## config.mk

```make
export PLATFORM = sky130hd
export DESIGN_NAME = delay_mixer
export DESIGN_NICKNAME = d
export VERILOG_FILES = /design/src/rtl/delay_pkg.sv /design/src/rtl/delay_mixer_seq_mult.sv /design/src/rtl/delay_mixer.sv
export SDC_FILE = /design/constraint.sdc
export NUM_CORES = 1
export LEC_CHECK = 0
export BUFFER_PORTS_ARGS = -buffer_cell sky130_fd_sc_hd__buf_2
export CAP_MARGIN = 20
export CORE_UTILIZATION = 60
export CTS_CLUSTER_SIZE = 25
export DETAILED_ROUTE_END_ITERATION = 6
export PLACE_DENSITY = 0.81
export SYNTH_ARGS = -nofsm -noshare
export SYNTH_HDL_FRONTEND = slang
export SYNTH_SLANG_ARGS = --single-unit
```

## constraint.sdc

```tcl
create_clock -name clk -period 3.19 [get_ports clk]
set_input_delay 0.319 -clock clk [delete_from_list [all_inputs] [get_ports clk]]
set_output_delay 0.319 -clock clk [all_outputs]
set_load 0.01 [all_outputs]
```

## src/rtl/delay_pkg.sv

```systemverilog
// Shared constants, FSM state type and sample-format helpers
// for the delay pedal mixer.
package delay_pkg;

    localparam int SAMPLE_W = 16;
    localparam int GAIN_W   = 8;
    localparam int PROD_W   = SAMPLE_W + 1 + GAIN_W;
    localparam int SUM_W    = SAMPLE_W + 2;

    localparam logic [SAMPLE_W-1:0] MIDSCALE =
        {1'b1, {(SAMPLE_W-1){1'b0}}};

    typedef enum logic [2:0] {
        IDLE,
        MUL_FB,
        SUM_FB,
        MUL_MIX,
        SUM_MIX,
        DONE
    } mixer_state_t;

    function automatic logic signed [SAMPLE_W-1:0] to_signed(
        input logic [SAMPLE_W-1:0] x
    );
        return {~x[SAMPLE_W-1], x[SAMPLE_W-2:0]};
    endfunction

    function automatic logic [SAMPLE_W-1:0] to_offset(
        input logic signed [SAMPLE_W-1:0] x
    );
        return {~x[SAMPLE_W-1], x[SAMPLE_W-2:0]};
    endfunction

    // In range when every bit above the sample sign bit matches it
    function automatic logic signed [SAMPLE_W-1:0] sat(
        input logic signed [SUM_W-1:0] v
    );
        logic [SUM_W-SAMPLE_W:0] top;
        top = v[SUM_W-1:SAMPLE_W-1];
        if (top == '0 || top == '1)
            return v[SAMPLE_W-1:0];
        else if (v[SUM_W-1])
            return {1'b1, {(SAMPLE_W-1){1'b0}}};
        else
            return {1'b0, {(SAMPLE_W-1){1'b1}}};
    endfunction

endpackage

```

## src/rtl/delay_mixer_seq_mult.sv

```systemverilog
// Serial shift-add multiplier: signed (SAMPLE_W+1) x unsigned GAIN_W,
// one multiplier bit per cycle, LSB first.
module seq_mult
    import delay_pkg::*;
(
    input  logic                     clk,
    input  logic                     nrst,
    input  logic                     start,
    input  logic signed [SAMPLE_W:0] mcand,
    input  logic [GAIN_W-1:0]        mplier,
    output logic                     busy,
    output logic                     done,
    output logic signed [PROD_W-1:0] product
);

    localparam int CNT_W = $clog2(GAIN_W + 1);

    logic signed [PROD_W-1:0] addend;
    logic [GAIN_W-1:0]        bits;
    logic [CNT_W-1:0]         cnt;

    // done marks the final step; product is complete after this edge
    assign done = busy && (cnt == CNT_W'(1));

    always_ff @(posedge clk or negedge nrst) begin
        if (!nrst) begin
            busy    <= 1'b0;
            cnt     <= '0;
            bits    <= '0;
            addend  <= '0;
            product <= '0;
        end else if (start && !busy) begin
            busy    <= 1'b1;
            cnt     <= CNT_W'(GAIN_W);
            bits    <= mplier;
            addend  <= {{GAIN_W{mcand[SAMPLE_W]}}, mcand};
            product <= '0;
        end else if (busy) begin
            if (bits[0])
                product <= product + addend;
            addend <= addend <<< 1;
            bits   <= bits >> 1;
            cnt    <= cnt - CNT_W'(1);
            if (cnt == CNT_W'(1))
                busy <= 1'b0;
        end
    end

endmodule

```

## src/rtl/delay_mixer.sv

```systemverilog
// Feedback and wet/dry mix stage of the delay pedal; one shared
// serial multiplier serves both products.
module delay_mixer
    import delay_pkg::*;
(
    input  logic                clk,
    input  logic                nrst,
    input  logic                start,
    input  logic [SAMPLE_W-1:0] dry_sample,
    input  logic [SAMPLE_W-1:0] dly_sample,
    input  logic [GAIN_W-1:0]   fb_gain,
    input  logic [GAIN_W-1:0]   mix_gain,
    input  logic                bypass,
    output logic                busy,
    output logic                done,
    output logic [SAMPLE_W-1:0] wr_sample,
    output logic [SAMPLE_W-1:0] out_sample
);

    mixer_state_t state;

    logic signed [SAMPLE_W-1:0] d_r;
    logic signed [SAMPLE_W-1:0] y_r;
    logic [GAIN_W-1:0]          mix_r;
    logic signed [SAMPLE_W-1:0] dly_s;

    logic                       m_start;
    logic                       m_busy;
    logic                       m_done;
    logic signed [SAMPLE_W:0]   m_a;
    logic [GAIN_W-1:0]          m_b;
    logic signed [PROD_W-1:0]   m_p;
    logic signed [PROD_W-1:0]   scaled;
    logic signed [SUM_W-1:0]    sum;

    assign dly_s  = to_signed(dly_sample);
    assign scaled = m_p >>> GAIN_W;

    // The first multiply is loaded straight from the ports so that
    // MUL_FB starts in the cycle right after the accepted start
    always_comb begin
        m_start = 1'b0;
        m_a     = {y_r[SAMPLE_W-1], y_r} - {d_r[SAMPLE_W-1], d_r};
        m_b     = mix_r;
        if (state == IDLE) begin
            m_a     = {dly_s[SAMPLE_W-1], dly_s};
            m_b     = fb_gain;
            m_start = start && !bypass && !m_busy;
        end else if (state == SUM_FB) begin
            m_start = 1'b1;
        end
        sum = {{2{d_r[SAMPLE_W-1]}}, d_r} + scaled[SUM_W-1:0];
    end

    seq_mult u_mult (
        .clk     (clk),
        .nrst    (nrst),
        .start   (m_start),
        .mcand   (m_a),
        .mplier  (m_b),
        .busy    (m_busy),
        .done    (m_done),
        .product (m_p)
    );

    always_ff @(posedge clk or negedge nrst) begin
        if (!nrst) begin
            state      <= IDLE;
            busy       <= 1'b0;
            done       <= 1'b0;
            wr_sample  <= MIDSCALE;
            out_sample <= MIDSCALE;
            d_r        <= '0;
            y_r        <= '0;
            mix_r      <= '0;
        end else begin
            done <= 1'b0;
            unique case (state)
                IDLE: begin
                    if (start) begin
                        d_r   <= to_signed(dry_sample);
                        y_r   <= dly_s;
                        mix_r <= mix_gain;
                        busy  <= 1'b1;
                        if (bypass) begin
                            wr_sample  <= dry_sample;
                            out_sample <= dry_sample;
                            done       <= 1'b1;
                            state      <= DONE;
                        end else begin
                            state <= MUL_FB;
                        end
                    end
                end
                MUL_FB: begin
                    if (m_done)
                        state <= SUM_FB;
                end
                SUM_FB: begin
                    wr_sample <= to_offset(sat(sum));
                    state     <= MUL_MIX;
                end
                MUL_MIX: begin
                    if (m_done)
                        state <= SUM_MIX;
                end
                SUM_MIX: begin
                    out_sample <= to_offset(sat(sum));
                    done       <= 1'b1;
                    state      <= DONE;
                end
                DONE: begin
                    busy  <= 1'b0;
                    state <= IDLE;
                end
                default: state <= IDLE;
            endcase
        end
    end

endmodule

```

==> impl_metrics.tcl <==
set metrics [dict create \
    grt_max_degree 84 \
    route.detailed.drc 0 \
    power_frac_seq_pct 25.3 \
    start_util_pct 62.02 \
    power.switching_mw 5.846 \
    syn_inst 1027 \
    wl_um 23600 \
    worst-endpoint-arrival_ns 3.35 \
    row_count 43 \
    dp_cells 1270 \
    synth-edff-count 0 \
    final-instance-count-excl-fill 1304 \
    drive_above_1_share_pct 14.59 \
    clk_path_buf_depth 2 \
    portBuffers 85 \
    critPathMaxFanout 10 \
    gp_congestion 0.9229 \
    final-setup-viol-count 0 \
    synth.avg_cell_area_um2 8.479 \
    fill_cells 1054 \
    endpoint_kind "flop" \
    clk_pin_slew_ns 0.06 \
    clkPwrFrac_pct 16.6 \
    yosys-top-cells-area "dfrtp_1, nand2_1, ha_1" \
    hpwl_um 16670 \
    ys_ff_latch 140 \
    fin_skew_ns 0.006609 \
    synthFlopType "dfrtp_1" \
    die-area_um2 15000 \
    worst_hold_path_type "input pin to flop" \
    core_area_um2 14040 \
    h-tree-depth 4 \
    cts_tree "done" \
    slew_headroom_pct 37.30 \
    hold_violations 0 \
    syn_to_final_growth_pct 15.53 \
    ys_top_cells_by_count "nand2_1, dfrtp_1, a21oi_1" \
    antenna_found_initial 0 \
    grt-ovfl-total 0 \
    via_per_inst 6.235 \
    whs_ns 0.07121 \
    grt_pass1_wl_um 38270 \
    die_w_um 122.5 \
    drt_iter0_drc 760 \
    synth_top_area_share_pct 39.66 \
    crit_type "flop to flop" \
    io_pins 86 \
    multi_input_area_um2 4870 \
    status "complete, no violations" \
    cts_buffers 17 \
    required_ns 3.50 \
    n_antenna_cell 0 \
    yosysUniqueCellTypes 69 \
    startpoint_type "flop" \
    synth_nets 1141 \
    grt_pass1_vias 7796 \
    swShare_pct 45.73 \
    ir_drop_mv 0.6062 \
    ant_nets 0 \
    gr-usage-all-layers_pct 33.27 \
    yosysTopAreaCell "dfrtp_1" \
    die_h_um 122.5 \
    post_drt_wl_per_cell_um 18.10 \
    power.leakage_nw 4.663 \
    clk_latency_ns 0.43 \
    max_freq_ghz 0.3294 \
    nets 1226 \
    period_share_pct 95.16 \
    ys_warn_count 0 \
    powerDensity_nw_per_um2 1271 \
    yosysMostFrequentCell "nand2_1" \
    cts_root_buffer "clkbuf_16" \
    comb_power_share_pct 58.1 \
    maxCapViolCount 0 \
    pre_cts_slack_ns 0.2062 \
    syn_area_um2 8708 \
    drv_slew 0 \
    regArea_um2 3507 \
    async_flop_share_pct 100.0 \
    dr.pass1.iters 6 \
    p_int_mw 6.938 \
    ctsResizeCount 0 \
    min_period_ns 3.036 \
    tightest_slew_ns 0.9371 \
    cts_sinks 140 \
    synth-seq-area-share_pct 40.26 \
    vias 8131 \
    finalWorstSetupSlack_ns 0.1544 \
]
placed cells by master, fill, tap and decap left out, types with 4 or more instances in the layout:
cell type	count
and2_1	4
or3_1	5
nand2_1	206
nand2b_1	14
dfrtp_1	137
nand4_1	7
o21bai_1	7
a31oi_1	8
o22ai_1	37
a211oi_1	9
xor2_1	16
o21a_1	7
o211ai_1	8
nor3_1	25
nand3_1	16
nor2_1	52
a21o_1	10
a221oi_1	4
bufinv_16	4
o31ai_1	5
clkbuf_16	17
mux2i_1	7
clkinv_2	4
buf_4	24
o311ai_0	12
inv_1	41
nor2b_1	7
xnor2_1	21
buf_2	84
o21ai_0	90
or2_2	4
a21oi_1	98
ha_1	59
power by group through the flow:
stage	Combinational (mW)	Sequential, mW	Clock [mW]
finish	7.43	3.23	2.13
CTS	7.32	3.22	2.14
floorplan	5.51	3.14	0
global placement	7.04	3.22	0
detailed placement	7.20	3.25	0
global route	8.24	3.32	2.22
logic make-up (layout without fill, tap and decap cells):
logic type	Yosys count	count (layout)	share of synthesized area, %
compound gates	330	330	23.49
mux	9	9	1.063
xor+xnor	37	37	3.721
fa+ha+maj	62	62	9.167
buf+inv	88	185	3.994
flops	140	140	40.26
simple gates	361	361	18.30
worst max-delay path: stages (launching register included):
cell and delay, ns:
dfrtp_1 0.40, ha_1 0.23, inv_1 0.08, fa_1 0.42
nor2b_1 0.21, o2111ai_1 0.15, nand4_1 0.20, a21oi_1 0.13
o211ai_1 0.38, o21ai_1 0.21, a21oi_2 0.27, buf_12 0.17
a21oi_1 0.08
state kept, by name, summed over array words and instances, names as in the netlist, 3 cells and up:
register,count
state,3
u_mult.product,25
u_mult.cnt,4
u_mult.addend,25
y_r,16
wr_sample,16
d_r,16
mix_r,8
u_mult.bits,8
out_sample,16
repair_timing:
action | in CTS | in global routing
setup endpoints to repair | 0 | 17
hold buffers | 1 | 0
buffers inserted | 0 | 2
hold endpoints to repair | 79 | 0
metrics by stage:
stage	cell area (µm²)	TNS [ns]	total power, mW	utilization [%]
3_5_place_dp	9413	0	10.45	67.03
6_report	10060	0	12.78	71.65
3_3_place_gp	9413	0	10.26	67.03
2_1_floorplan	8708	0	8.648	-
5_1_grt	10060	-0.02487	13.79	71.65
4_1_cts	10050	0	12.68	71.54
worst paths after layout:
check	start	endpoint	slack [ns]	cells after the start
worst max-delay path	u_mult.product[8]$_DFFE_PN0P_	out_sample[0]$_DFFE_PN0P_	0.15	12
worst min-delay path	mix_gain[7]	mix_r[7]$_DFFE_PN0P_	0.07	3
worst max register to register	u_mult.product[8]$_DFFE_PN0P_	out_sample[0]$_DFFE_PN0P_	0.15	12
worst min register to register	mix_r[7]$_DFFE_PN0P_	mix_r[7]$_DFFE_PN0P_	0.47	2
max in group asynchronous	nrst	u_mult.bits[7]$_DFFE_PN0P_	1.93	3
min in group asynchronous	nrst	out_sample[8]$_DFFE_PN0P_	0.51	2
area by class of cell:
class / count / share of cell area, %
timing repair buffer: 113 / 6.778
inverter: 41 / 1.530
clock inverter: 11 / 1.654
clock buffer: 20 / 4.539
sequential: 140 / 34.86
multi-input combinational: 799 / 48.40
tap: 180 / 2.239
metal layers:
layer	up-vias	GRT usage [%]	wire length (µm)
met5	-	0	0
met1	3880	41.35	9738
li1	3864	-	-
met3	75	6.041	1495
met2	312	56.32	11430
met4	0	14.86	934
(Power assumes the default switching activity.)
